File: src/rtl/multicycle_control_unit.sv
// Multicycle control unit: instruction-class FSM (FETCH/DECODE/EXEC/MEM/WB/TRAP)
// that sequences the datapath strobes. A bounded wait counter guards both memory
// handshakes, and sticky illegal/timeout flags park the FSM in TRAP until reset.
// Optional feature macro: PERF_CNT_EN adds the cycle_cnt/instret_cnt counters.
// MEM_TIMEOUT must be at least 1.
module multicycle_control_unit #(
  parameter int ILEN        = 32,
  parameter int MEM_TIMEOUT = 16,
  parameter int CNT_W       = 32
) (
  input  logic            clk,
  input  logic            rst_n,
  input  logic [ILEN-1:0] instruction,
  input  logic            imem_ready,
  input  logic            dmem_ready,
  input  logic            branch_taken,
  output logic            imem_req,
  output logic            ir_write,
  output logic            pc_write,
  output logic            pc_src,
  output logic            mem_read,
  output logic            mem_write,
  output logic            mem_to_reg,
  output logic            alu_src,
  output logic            reg_write,
  output logic [3:0]      alu_ctrl,
  output logic            illegal,
  output logic            timeout,
  output logic [2:0]      state
`ifdef PERF_CNT_EN
  ,
  output logic [CNT_W-1:0] cycle_cnt,
  output logic [CNT_W-1:0] instret_cnt
`endif
);

  localparam int WAIT_W = $clog2(MEM_TIMEOUT + 1);

  typedef enum logic [2:0] {
    S_FETCH  = 3'd0,
    S_DECODE = 3'd1,
    S_EXEC   = 3'd2,
    S_MEM    = 3'd3,
    S_WB     = 3'd4,
    S_TRAP   = 3'd7
  } state_t;

  localparam logic [3:0] ALU_ADD = 4'b0000;
  localparam logic [3:0] ALU_SUB = 4'b0001;
  localparam logic [3:0] ALU_SLL = 4'b0010;
  localparam logic [3:0] ALU_XOR = 4'b0011;
  localparam logic [3:0] ALU_SRL = 4'b0100;
  localparam logic [3:0] ALU_SRA = 4'b0101;
  localparam logic [3:0] ALU_OR  = 4'b0110;
  localparam logic [3:0] ALU_AND = 4'b0111;
  localparam logic [3:0] ALU_CMP = 4'b1000;

  typedef struct packed {
    logic       legal;
    logic       is_branch;
    logic       is_load;
    logic       is_store;
    logic       alu_src;
    logic       mem_to_reg;
    logic       reg_write;
    logic [3:0] alu_ctrl;
  } ctl_t;

  // Maps {funct3, opcode} (plus bit 30 for R-type SUB/SRA) to the control bundle.
  // Anything not listed comes back all-zero, i.e. legal=0.
  function automatic ctl_t decode(input logic [6:0] op, input logic [2:0] f3,
                                  input logic b30);
    ctl_t c;
    c = '0;
    case (op)
      7'b0110011: begin
        c.reg_write = 1'b1;
        c.legal     = 1'b1;
        case (f3)
          3'b000:  c.alu_ctrl = b30 ? ALU_SUB : ALU_ADD;
          3'b001:  c.alu_ctrl = ALU_SLL;
          3'b100:  c.alu_ctrl = ALU_XOR;
          3'b101:  c.alu_ctrl = b30 ? ALU_SRA : ALU_SRL;
          3'b110:  c.alu_ctrl = ALU_OR;
          3'b111:  c.alu_ctrl = ALU_AND;
          default: c = '0;
        endcase
      end
      7'b0010011: begin
        // Bit 30 belongs to the immediate here, so ADDI never becomes SUB.
        c.alu_src   = 1'b1;
        c.reg_write = 1'b1;
        c.legal     = 1'b1;
        case (f3)
          3'b000:  c.alu_ctrl = ALU_ADD;
          3'b001:  c.alu_ctrl = ALU_SLL;
          default: c = '0;
        endcase
      end
      7'b0000011: begin
        if (f3 == 3'b011) begin
          c.legal      = 1'b1;
          c.is_load    = 1'b1;
          c.alu_src    = 1'b1;
          c.mem_to_reg = 1'b1;
          c.reg_write  = 1'b1;
          c.alu_ctrl   = ALU_ADD;
        end
      end
      7'b0100011: begin
        if (f3 == 3'b011) begin
          c.legal    = 1'b1;
          c.is_store = 1'b1;
          c.alu_src  = 1'b1;
          c.alu_ctrl = ALU_ADD;
        end
      end
      7'b1100011: begin
        if (f3 == 3'b000 || f3 == 3'b001 || f3 == 3'b100 || f3 == 3'b101) begin
          c.legal     = 1'b1;
          c.is_branch = 1'b1;
          c.alu_ctrl  = ALU_CMP;
        end
      end
      default: c = '0;
    endcase
    return c;
  endfunction

  state_t            state_q, state_d;
  logic [WAIT_W-1:0] wait_cnt;
  logic              wait_inc;
  logic              tmo_hit;
  logic [6:0]        ir_op;
  logic [2:0]        ir_f3;
  logic              ir_b30;
  ctl_t              dec;
  ctl_t              ctl_q;

  logic unused_bits;
  assign unused_bits = ^{instruction[ILEN-1:31], instruction[29:15],
                         instruction[11:7], ctl_q.legal};

  assign dec   = decode(ir_op, ir_f3, ir_b30);
  assign state = state_q;

  // State register, wait counter, captured instruction fields, decoded controls and sticky flags.
  always_ff @(posedge clk or negedge rst_n) begin
    if (!rst_n) begin
      state_q  <= S_FETCH;
      wait_cnt <= '0;
      ir_op    <= '0;
      ir_f3    <= '0;
      ir_b30   <= 1'b0;
      ctl_q    <= '0;
      illegal  <= 1'b0;
      timeout  <= 1'b0;
    end else begin
      state_q <= state_d;
      if (state_d != state_q) begin
        wait_cnt <= '0;
      end else if (wait_inc) begin
        wait_cnt <= wait_cnt + 1'b1;
      end
      if (state_q == S_FETCH && imem_ready) begin
        ir_op  <= instruction[6:0];
        ir_f3  <= instruction[14:12];
        ir_b30 <= instruction[30];
      end
      if (state_q == S_DECODE) begin
        ctl_q <= dec;
        if (!dec.legal) begin
          illegal <= 1'b1;
        end
      end
      if (tmo_hit) begin
        timeout <= 1'b1;
      end
    end
  end

  // Next-state selection and per-state strobes; a ready in the counter==MEM_TIMEOUT cycle still succeeds.
  always_comb begin
    state_d    = state_q;
    wait_inc   = 1'b0;
    tmo_hit    = 1'b0;
    imem_req   = 1'b0;
    ir_write   = 1'b0;
    pc_write   = 1'b0;
    pc_src     = 1'b0;
    mem_read   = 1'b0;
    mem_write  = 1'b0;
    mem_to_reg = 1'b0;
    alu_src    = 1'b0;
    reg_write  = 1'b0;
    alu_ctrl   = 4'b0000;
    case (state_q)
      S_FETCH: begin
        imem_req = 1'b1;
        if (imem_ready) begin
          ir_write = 1'b1;
          state_d  = S_DECODE;
        end else if (wait_cnt == WAIT_W'(MEM_TIMEOUT)) begin
          tmo_hit = 1'b1;
          state_d = S_TRAP;
        end else begin
          wait_inc = 1'b1;
        end
      end
      S_DECODE: begin
        state_d = dec.legal ? S_EXEC : S_TRAP;
      end
      S_EXEC: begin
        alu_ctrl = ctl_q.alu_ctrl;
        alu_src  = ctl_q.alu_src;
        if (ctl_q.is_branch) begin
          pc_write = 1'b1;
          pc_src   = branch_taken;
          state_d  = S_FETCH;
        end else if (ctl_q.is_load || ctl_q.is_store) begin
          state_d = S_MEM;
        end else begin
          state_d = S_WB;
        end
      end
      S_MEM: begin
        mem_read   = ctl_q.is_load;
        mem_write  = ctl_q.is_store;
        mem_to_reg = ctl_q.mem_to_reg;
        if (dmem_ready) begin
          if (ctl_q.is_store) begin
            pc_write = 1'b1;
            state_d  = S_FETCH;
          end else begin
            state_d = S_WB;
          end
        end else if (wait_cnt == WAIT_W'(MEM_TIMEOUT)) begin
          tmo_hit = 1'b1;
          state_d = S_TRAP;
        end else begin
          wait_inc = 1'b1;
        end
      end
      S_WB: begin
        reg_write  = ctl_q.reg_write;
        mem_to_reg = ctl_q.mem_to_reg;
        pc_write   = 1'b1;
        state_d    = S_FETCH;
      end
      S_TRAP: begin
        state_d = S_TRAP;
      end
      default: begin
        state_d = S_FETCH;
      end
    endcase
    // While reset is held every output stays quiet regardless of the inputs.
    if (!rst_n) begin
      imem_req   = 1'b0;
      ir_write   = 1'b0;
      pc_write   = 1'b0;
      pc_src     = 1'b0;
      mem_read   = 1'b0;
      mem_write  = 1'b0;
      mem_to_reg = 1'b0;
      alu_src    = 1'b0;
      reg_write  = 1'b0;
      alu_ctrl   = 4'b0000;
      tmo_hit    = 1'b0;
      wait_inc   = 1'b0;
    end
  end

`ifdef PERF_CNT_EN
  // Free-running performance counters: active cycles and retired instructions (one per pc_write).
  always_ff @(posedge clk or negedge rst_n) begin
    if (!rst_n) begin
      cycle_cnt   <= '0;
      instret_cnt <= '0;
    end else begin
      if (state_q != S_TRAP) begin
        cycle_cnt <= cycle_cnt + 1'b1;
      end
      if (pc_write) begin
        instret_cnt <= instret_cnt + 1'b1;
      end
    end
  end
`endif

endmodule

File: config.mk
export PLATFORM = sky130hd
export DESIGN_NAME = multicycle_control_unit
export DESIGN_NICKNAME = d
export VERILOG_FILES = /design/src/rtl/multicycle_control_unit.sv
export SDC_FILE = /design/constraint.sdc
export NUM_CORES = 1
export LEC_CHECK = 0
export CAP_MARGIN = 20
export CORE_MARGIN = 3
export CORE_UTILIZATION = 46
export CTS_CLUSTER_SIZE = 10
export DETAILED_ROUTE_END_ITERATION = 16
export GPL_TIMING_DRIVEN = 0
export PLACE_DENSITY = 0.83
export SYNTH_ARGS = -nofsm -noshare
export SYNTH_HDL_FRONTEND = slang
export SYNTH_SLANG_ARGS = --single-unit
File: constraint.sdc
create_clock -name clk -period 2 [get_ports clk]
set_input_delay 0.4 -clock clk [delete_from_list [all_inputs] [get_ports clk]]
set_output_delay 0.4 -clock clk [all_outputs]
set_load 0.02 [all_outputs]
**Word level (Yosys, flattened, before mapping)**

Cells that the tools add are included.

- Input port bits: 37
- Output and inout port bits: 18
- Bits in registers: 31

- Reductions and logical operators: 13
- Equality and inequality tests: 18
- Muxes and demuxes: 63
- Bitwise operators: 1
- $add $sub $neg: 1

Operators with widths:

| kind | number |
|---|---|
| 1-bit 2-to-1 mux | 33 |
| 3-bit 2-to-1 mux | 7 |
| 7-bit 2-to-1 mux | 3 |
| 3-bit == test, second input constant | 6 |
| 3-bit case mux with 6 select lines | 1 |
| 4-bit case mux with 4 select lines | 1 |
| 3-bit case mux with 5 select lines | 1 |
| 7-bit by 6-bit == test with 1-bit output, second input constant | 2 |
| 4-bit 2-to-1 mux | 3 |
| 1-bit case mux with 3 select lines | 4 |
| 5-bit 2-to-1 mux | 2 |
| 3-bit by 2-bit == test with 1-bit output, second input constant | 3 |
| 1-bit case mux with 4 select lines | 2 |
| 7-bit by 2-bit == test with 1-bit output, second input constant | 1 |
| 7-bit by 5-bit == test with 1-bit output, second input constant | 1 |
| 7-bit == test, second input constant | 1 |
| 3-bit by 1-bit == test with 1-bit output, second input constant | 2 |
| 3-bit logical NOT | 2 |
| 2-bit 2-to-1 mux | 3 |
| 2-bit case mux with 3 select lines | 1 |
| 2-bit OR reduction | 3 |
| 6-bit OR reduction | 1 |
| 5-bit by 1-bit adder with 5-bit output, second input constant | 1 |
| 5-bit == test, second input constant | 1 |
| 7 further kinds | 11 |

**Logic depth before layout (Yosys ltp)**

Gate-level depths: netlist of the first run.

- Depth in word-level cells: 10
- Depth in mapped cells: 7

**Least setup slack after synthesis of the first run**

No wires, ideal clock.

- Path kind: register to output
- Start: register state_q[0] (netlist: state[0])
- End: output port pc_write
- Slack: 0.109 ns
- Cell stages (with the launch flop): 6
- Data arrival time: 1.491 ns
- Required time: 1.600 ns
- Cell sequence: dfrtp_1 > buf_2 > nand3_1 > o21ai_0 > nand3b_1 > a21boi_0

- Longest elaborated chain between the ends: 3
- Elaborated cells on any way between the ends: 5

Ends and longest elaborated chain:

| item | line | source |
|---|---|---|
| start: declaration | 130 | `state_t state_q, state_d;` |
| start signal: assignment | 159 | `state_q <= state_d;` |
| 3-bit == test / 3-bit by 2-bit == test with 1-bit output (equally long branches) | 197 | `case (state_q)` |
| 1-bit case mux with 3 select lines * | 197 |  |
| 1-bit 2-to-1 mux * | 258 | `if (!rst_n) begin` |
| end: declaration | 19 | `output logic pc_write,` |

Mark *: on every way between the ends. The rest lies on a longest branch, timed or not.

**Worst setup path after layout of the first run**

Same ends and word-level chain as after synthesis.

==> results.cfg, run 1 <==
[logic_synthesis]
syn_inst = 181
yosysWarnings = 0
synth_edf_count = 0
synth-seq-area-share_pct = 43.7
syn_area_per_cell_um2 = 9.48
synthFlopType = dfrtp_1
synth_top_area_share_pct = 43.7
synth_area_um2 = 1720
synthArstFlopShare_pct = 100
synth_cell_types = 47
syn_nets = 220
synth_area_leaders = dfrtp_1, mux2_2, nand2_1
synth-seq-cells = 30
synth_top_area_cell = dfrtp_1

[pwr]
clockPowerShare_pct = 41.0
p_comb_share_pct = 6.8
swShare_pct = 22.1
power_leakage_nw = 0.952
ir_worst_vdd_uv = 374
power_density_nw_per_um2 = 545
p_int_mw = 0.940
seq_power_share_pct = 52.2
p_sw_mw = 0.266

[setup_path]
r2r_cells = 4
crit_path_end_kind = output port
cp_max_fo = 10
path_class = flip-flop to output port
max_stage_delay_ns = 0.45
critPathSlowestCell = dfrtp_2
worst-path-stages = 6
crit_buf_inv = 2
worst_setup_path_start_kind = flip-flop
critPathTopFamily = flip-flops
critical_path_required_ns = 1.60
crit_chain = buf_4 > nand3_1 > o21ai_1 > nand3b_1 > a21boi_0 > buf_2
cp.arrival_ns = 1.52

[die]
num_io_pins = 55
fp.dieW_um = 67.1
rows = 21
die_h_um = 67.1
core_um2 = 3470
initial_core_util_pct = 49.5
dieArea_um2 = 4500

[worst_hold_path]
hold_class = input pin to async pin

[clocking]
ctsRootBufferMaster = clkbuf_8
holdBufCountCts = 0
cts-htree-levels = 2
cts.reportedPaths.clkPinSlew_ns = 0.06
cts_tree = done
insertion_delay_ns = 0.28
cts.sinks = 30
cts_made_buffers = 5
ctsLongestPathBuffers = 2

[timing]
fin_ws_ns = 0.0849
max_slew_margin_pct = 61.2
setup_viol_count_final = 0
worstMarginPinSlew_ns = 0.574
timing.fmax_mhz = 522
skew_ns = 0.00536
layout_min_cycle_time_ns = 1.92
hold_violations = 0
drv_slew = 0
finalCritPeriodShare_pct = 95.8

[global_route]
grt_max_degree = 38
grt_pass1_wl_um = 6190
gr-total-overflow = 0
antenna_found_initial = 0
grtUsageTotal_pct = 18.0
grt_pass1_vias = 1400

[place]
hpwl_um = 2560
numPortBuffers = 33
placed_area_um2 = 2100
place_ws_ns = -0.553
place.gp.congestion = 0.877

[finish]
fin_area_um2 = 2210
layout.nets = 263
areaGrowthSynthToFinish_pct = 29.0
drive_above_1_share_pct = 23.1
antennaDiodeCount = 0

[status]
status = complete, no violations

[routing]
ant_nets = 0
wirelength_um = 3540
drc = 0
wire_per_inst_um = 13.1
via_per_inst = 5.48
dr.pass1.iters = 4
drt_iter0_drc = 134
vias = 1486

[flow_run]
max_cap_violations = 0
[layout make-up]
cell class / count / area (µm²)
inverter: 7 / 26.3
clock inverter: 1 / 5.00
sequential: 30 / 754
clock buffer: 7 / 86.3
timing repair buffer: 36 / 320
multi-input combinational: 136 / 925
fill: 299 / 1250
buffer: 8 / 40.0
tap: 46 / 57.6
[stage by stage]
stage          power, mW  setup TNS (ns)  hold WS, ns  util (%)  instances
3_3_place_gp       0.722          -32.31        0.444      60.7        260
2_1_floorplan      0.673               0        0.104         -        181
3_5_place_dp       0.723          -10.82        0.443      60.5        260
4_1_cts             1.22         -0.0589       0.0609      63.8        268
5_1_grt             1.26         -0.0182       0.0807      63.9        271
6_report            1.21               0       0.0526      63.9        271
[final timing paths]
kind / startpoint / to / slack (ns)
max in group asynchronous: rst_n / state[1]$_DFF_PN0_ / 1.62
worst min-delay path: rst_n / wait_cnt[3]$_DFFE_PN0P_ / 0.05
min in group clk: timeout$_DFFE_PN0P_ / timeout$_DFFE_PN0P_ / 0.46
worst max register to register: state[2]$_DFF_PN0_ / ir_b30$_DFFE_PN0P_ / 0.10
worst min register to register: timeout$_DFFE_PN0P_ / timeout$_DFFE_PN0P_ / 0.46
worst max-delay path: state[0]$_DFF_PN0_ / pc_write / 0.08
[per-layer routing]
metal	wire length, µm	global-route usage [%]	part of all wire, %
met5	0	0	0
met3	213	5.56	6.0
met1	1570	23.0	44
met2	1700	28.2	48
met4	53	7.34	1.5
[synth_stat cells, types with 4 or more instances]
cell and number:
nor2b_1 4, and2_1 6, nand3b_1 4, mux2_2 10, clkbuf_1 5, a21oi_1 5
inv_1 7, nand2b_1 4, nor2_1 11, nor3_1 8, o21ai_0 11, nand2_1 23
and3_1 4, dfrtp_1 30
[registers in the layout, indices dropped and copies added (netlist names)]
register / cells
illegal: 1
state: 3
ir_op: 7
timeout: 1
ctl_q: 9
wait_cnt: 5
ir_f3: 3
ir_b30: 1
[power by group through the flow]
| stage | clock [mW] | combinational (mW) | sequential [mW] |
|---|---|---|---|
| 6_report | 0.495 | 0.0820 | 0.630 |
| 4_1_cts | 0.508 | 0.0836 | 0.630 |
| 2_1_floorplan | 0 | 0.0352 | 0.637 |
| 3_3_place_gp | 0 | 0.0821 | 0.640 |
| 5_1_grt | 0.535 | 0.0919 | 0.631 |
| 3_5_place_dp | 0 | 0.0826 | 0.641 |
[layout by cell type (no fill, tap or decap), types with 2 or more instances in the layout]
master	n
clkbuf_8	6
xor2_1	3
nand2b_1	4
and2_1	6
buf_4	6
nor2_1	10
nand2_1	23
o31ai_1	3
nand3b_1	4
mux2_2	10
a2bb2oi_1	2
o21a_1	2
a21boi_0	2
clkdlybuf4s50_1	19
or3_1	2
nor2b_1	4
nand4_1	2
clkbuf_2	5
a21oi_1	5
o2111ai_1	2
o21ai_0	10
nor4bb_1	2
or3b_1	2
and3_1	3
clkdlybuf4s15_2	5
buf_2	4
ha_1	2
or2_2	2
dfrtp_2	3
nor3_1	8
clkbuf_1	5
o21ai_1	2
inv_1	7
dfrtp_1	27
[cell families after synthesis]
family                   after synthesis  share of synthesized area, %
buffers and inverters                 15                          3.50
multiplexers                          10                          6.56
adder cells (fa/ha/maj)                2                          1.46
AO/OA/AOI/OAI                         39                          16.5
XOR/XNOR                               4                          2.04
AND/OR/NAND/NOR                       81                          26.2
flip-flops                            30                          43.7
[worst register-to-register path, cell delays in order (launching register included)]
cell and delay (ns):
dfrtp_2 0.46, buf_4 0.16, nor4b_2 0.48, buf_2 0.32
mux2_2 0.36
[what timing repair did]
action / 4_1_cts / 5_1_grt
setup endpoints to repair: 24 / 12
setup buffers: 0 / 3
endpoints found under the hold margin: 0 / 0
resized for setup: 39 / 16
Power figures use the tool's default switching activity.
==> run 2: changes to the inputs <==
- CORE_UTILIZATION: 46 -> 45
- PLACE_DENSITY: 0.83 -> 0.81
- SETUP_SLACK_MARGIN: not set -> 0.15
==> results.cfg, run 2 (synthesized netlist as in run 1, its figures left out) <==
[finish]
fin_util_pct = 67.3
final_common_cell = dfrtp_1
areaGrowthSynthToFinish_pct = 37.0
top_register = ctl_q
fin_area_um2 = 2350
antennaDiodeCount = 0
drive_above_1_share_pct = 30.3
layout_common_cells = dfrtp_1, nand2_1, clkdlybuf4s50_1
multiInputGateArea_um2 = 993
fill_cells = 284
layout.nets = 273
regArea_um2 = 754
largest_reg_flops = 9
reg.largest.list = ctl_q (9), ir_op (7), wait_cnt (5)

[timing]
layout_min_cycle_time_ns = 1.87
hold_violations = 0
worstMarginPinSlew_ns = 0.414
skew_ns = 0.00460
rsz0062_at_grt = yes
fin_ws_ns = 0.128
drv_slew = 0
timing.fmax_mhz = 534
setup_viol_count_final = 0
max_slew_margin_pct = 72.2
finalCritPeriodShare_pct = 93.6

[die]
num_io_pins = 55
rows = 21
fp.dieW_um = 67.8
dieArea_um2 = 4590
die_h_um = 67.8
initial_core_util_pct = 49.1
core_um2 = 3490

[routing]
via_per_inst = 5.59
dr.pass1.iters = 4
drc = 0
wirelength_um = 3930
ant_nets = 0
wire_per_inst_um = 14.0
drt_iter0_drc = 111
vias = 1566

[place]
place.gp.congestion = 0.856
hpwl_um = 2580
placed_area_um2 = 2100
place_ws_ns = -0.559
numPortBuffers = 33

[setup_path]
max_stage_delay_ns = 0.45
critical_path_required_ns = 2.18
path_class = flip-flop to flip-flop
crit_chain = buf_6 > buf_4 > nand3b_1 > nand2_1 > a2bb2oi_1 > a21oi_4 > nor3_1
critPathTopFamily = simple AND/OR/NAND/NOR gates
crit_path_end_kind = flip-flop
worst_setup_path_start_kind = flip-flop
crit_buf_inv = 2
cp_max_fo = 7
critPathSlowestCell = dfrtp_2
cp.arrival_ns = 2.05

[global_route]
antenna_found_initial = 0
grt_max_degree = 27
gr-total-overflow = 0
grt_pass1_vias = 1425
grtUsageTotal_pct = 18.8
grt_pass1_wl_um = 6500

[clocking]
insertion_delay_ns = 0.28
ctsLongestPathBuffers = 2
cts.sinks = 30
cts.reportedPaths.clkPinSlew_ns = 0.06
cts_made_buffers = 5
ctsRootBufferMaster = clkbuf_8
cts_tree = done
cts-htree-levels = 2

[worst_hold_path]
hold_class = input pin to async pin

[pwr]
power_density_nw_per_um2 = 496
total_power_mw = 1.17
ir_worst_vdd_uv = 460
power_leakage_nw = 1.04

[status]
status = complete, no violations

[flow_run]
max_cap_violations = 0
[run 2: changes by cell type in the layout (fill, tap and decap cells not counted), moves of 2 or more]
cell             change
buf_2                +6
buf_4                +7
buf_6                +4
clkbuf_2             -2
clkdlybuf4s15_2      -5
clkdlybuf4s50_1      -2
[run 2: through the flow]
step / cells / hold slack, ns / TNS (ns)
detailed placement: 260 / 0.448 / -10.99
global route: 280 / 0.0853 / 0
CTS: 273 / 0.0743 / 0
global placement: 260 / 0.439 / -32.90
floorplan: 181 / 0.104 / 0
finish: 280 / 0.0822 / 0
[run 2: area by class of cell]
class | count | share of cell area (%)
Buffer | 8 | 2.07
Clock buffer | 7 | 3.24
Inverter | 7 | 1.12
Multi-Input combinational cell | 136 | 42.2
Sequential cell | 30 | 32.1
Tap cell | 46 | 2.45
Timing Repair Buffer | 46 | 16.8
[run 2: path summary, 6_finish.rpt]
path                                     start                 endpoint  slack [ns]  depth (start not counted)
min reg2reg                timeout$_DFFE_PN0P_      timeout$_DFFE_PN0P_        0.46                          1
max                         state[0]$_DFF_PN0_  wait_cnt[1]$_DFFE_PN0P_        0.13                          7
max reg2reg                 state[0]$_DFF_PN0_  wait_cnt[1]$_DFFE_PN0P_        0.13                          7
max in group asynchronous                rst_n       state[1]$_DFF_PN0_        1.26                          2
min                                      rst_n  wait_cnt[0]$_DFFE_PN0P_        0.08                          2
min in group clk           timeout$_DFFE_PN0P_      timeout$_DFFE_PN0P_        0.46                          1
[run 2: power breakdown]
part | total (mW) | internal, mW | switching, mW | leakage [nW]
Clock | 0.445 | 0.239 | 0.206 | 0.0383
Combinational | 0.0918 | 0.0510 | 0.0407 | 0.610
Sequential | 0.630 | 0.619 | 0.0113 | 0.389
[run 2: routing by layer]
layer  vias up  global-route usage, %  wire length, µm  part of all wire, %
li1        753                      -                -                    -
met1       728                   25.2             1780                   45
met2        77                   29.0             1790                   46
met3         8                   5.16              313                  8.0
met4         0                   6.84               48                  1.2
met5         -                      0                0                    0
[run 2: worst reg2reg max path: stages (launching register included)]
cell and delay [ns]:
dfrtp_2 0.45, buf_6 0.15, buf_4 0.13, nand3b_1 0.22
nand2_1 0.13, a2bb2oi_1 0.33, a21oi_4 0.12, nor3_1 0.25
[run 2: what timing repair did]
action / CTS / global route
endpoints found under the hold margin: 4 / 0
pin swaps: 2 / 7
setup endpoints to repair: 27 / 23
hold buffers: 2 / 0
buffers inserted: 4 / 7
gates resized for setup: 63 / 30
==> run 3: changes to the inputs <==
- HOLD_SLACK_MARGIN: not set -> 0.03
==> results.cfg, run 3 (synthesized netlist as in run 1, its figures left out) <==
[routing]
via_per_inst = 5.60
drt_iter0_drc = 170
wire_per_inst_um = 14.5
wirelength_um = 4020
dr.pass1.iters = 6
ant_nets = 0
drc = 0
vias = 1556

[timing]
rsz0062_at_grt = yes
tns_ns = 0
drv_slew = 0
worstMarginPinSlew_ns = 0.417
skew_ns = 0.00668
finalCritPeriodShare_pct = 92.0
layout_min_cycle_time_ns = 1.84
hold_violations = 0
timing.fmax_mhz = 543
max_slew_margin_pct = 72.0
setup_viol_count_final = 0

[finish]
drive_above_1_share_pct = 31.0
layout.nets = 271
antennaDiodeCount = 0
fill_cells = 282
areaGrowthSynthToFinish_pct = 36.5
layout_common_cells = dfrtp_1, nand2_1, clkdlybuf4s50_1
reg.largest.list = ctl_q (9), ir_op (7), wait_cnt (5)
top_register = ctl_q
largest_reg_flops = 9
final_common_cell = dfrtp_1

[setup_path]
max_stage_delay_ns = 0.46
cp.arrival_ns = 1.44
rr_startpoint = state[0]$_DFF_PN0_
critPathLaunch = state[0]$_DFF_PN0_
crit_chain = buf_6 > nor2_2 > nand2_2 > o21a_1 > nor2_1 > buf_4
crit_path_end_kind = output port
path_class = flip-flop to output port
cp_max_fo = 7
critical_path_required_ns = 1.60
worst_setup_path_start_kind = flip-flop
critPathTopFamily = flip-flops
crit_buf_inv = 2
critPathSlowestCell = dfrtp_2

[flow_run]
max_cap_violations = 0

[clocking]
insertion_delay_ns = 0.28
cts-htree-levels = 2
cts.reportedPaths.clkPinSlew_ns = 0.06
cts_tree = done
ctsRootBufferMaster = clkbuf_8
cts_made_buffers = 5
ctsLongestPathBuffers = 2
cts.sinks = 30

[status]
status = complete, no violations

[global_route]
grt_pass1_wl_um = 6540
gr-total-overflow = 0
grt_max_degree = 31
antenna_found_initial = 0
grtUsageTotal_pct = 19.0
grt_pass1_vias = 1422

[die]
num_io_pins = 55
fp.dieW_um = 67.8
die_h_um = 67.8
dieArea_um2 = 4590
rows = 21
initial_core_util_pct = 49.1
core_um2 = 3490

[place]
place.gp.congestion = 0.856
hpwl_um = 2580
numPortBuffers = 33

[pwr]
total_power_mw = 1.17
ir_worst_vdd_uv = 449
power_density_nw_per_um2 = 499
power_leakage_nw = 1.03

[worst_hold_path]
hold_class = input pin to async pin
-- run 3: power by group --
group          switching (mW)  internal [mW]  total (mW)
Sequential             0.0111          0.619       0.630
Combinational          0.0402         0.0497      0.0899
Clock                   0.210          0.239       0.449
-- run 3: worst register-to-register path, cell delays in order (launching register included) --
cell      delay, ns
dfrtp_2        0.46
buf_6          0.15
or3_4          0.40
a211oi_4       0.30
buf_4          0.17
a21oi_2        0.05
nor3_1         0.20
-- run 3: timing repair --
| item | 4_1_cts | 5_1_grt |
|---|---|---|
| pin swaps | 2 | 9 |
| endpoints found under the setup margin | 27 | 26 |
| setup buffers | 4 | 6 |
| endpoints found under the hold margin | 30 | 0 |
| resized for setup | 63 | 34 |
| hold buffers | 1 | 0 |
-- run 3: stage by stage --
step / cell area [µm²] / setup slack, ns / utilization [%] / instances / hold slack (ns)
global placement: 2100 / -1.57 / 60.2 / 260 / 0.439
detailed placement: 2100 / -0.559 / 60.1 / 260 / 0.448
floorplan: 1720 / 0.229 / - / 181 / 0.104
finish: 2340 / 0.159 / 67.1 / 278 / 0.0781
global route: 2340 / 0.0791 / 67.1 / 278 / 0.0923
CTS: 2270 / 0.0802 / 65.1 / 272 / 0.0775
-- run 3: path summary, 6_finish.rpt --
kind                            slack, ns                       to  cells past startpoint
worst max-delay path                 0.16               mem_to_reg                      6
worst min-delay path                 0.08       state[1]$_DFF_PN0_                      2
worst max register to register       0.18  wait_cnt[1]$_DFFE_PN0P_                      6
worst min register to register       0.46      timeout$_DFFE_PN0P_                      1
max in group asynchronous            1.73       state[2]$_DFF_PN0_                      2
min in group clk                     0.46      timeout$_DFFE_PN0P_                      1
-- run 3: per-layer routing --
layer,GRT usage [%],wire length [µm],vias to the layer above,part of all wire [%]
met5,0,0,-,0
met4,6.84,53,0,1.3
met3,5.99,333,10,8.3
met2,28.8,1920,72,48
met1,25.3,1720,732,43
li1,-,-,742,-
-- run 3: area by class of cell --
type	instances	area, µm²	share of cell area (%)
well taps	46	57.6	2.46
multi-input cells	136	1000	42.7
plain buffers	8	48.8	2.08
repair buffers	44	378	16.1
flip-flops and latches	30	754	32.2
clock buffers	7	76.3	3.26
inverters	7	28.8	1.23
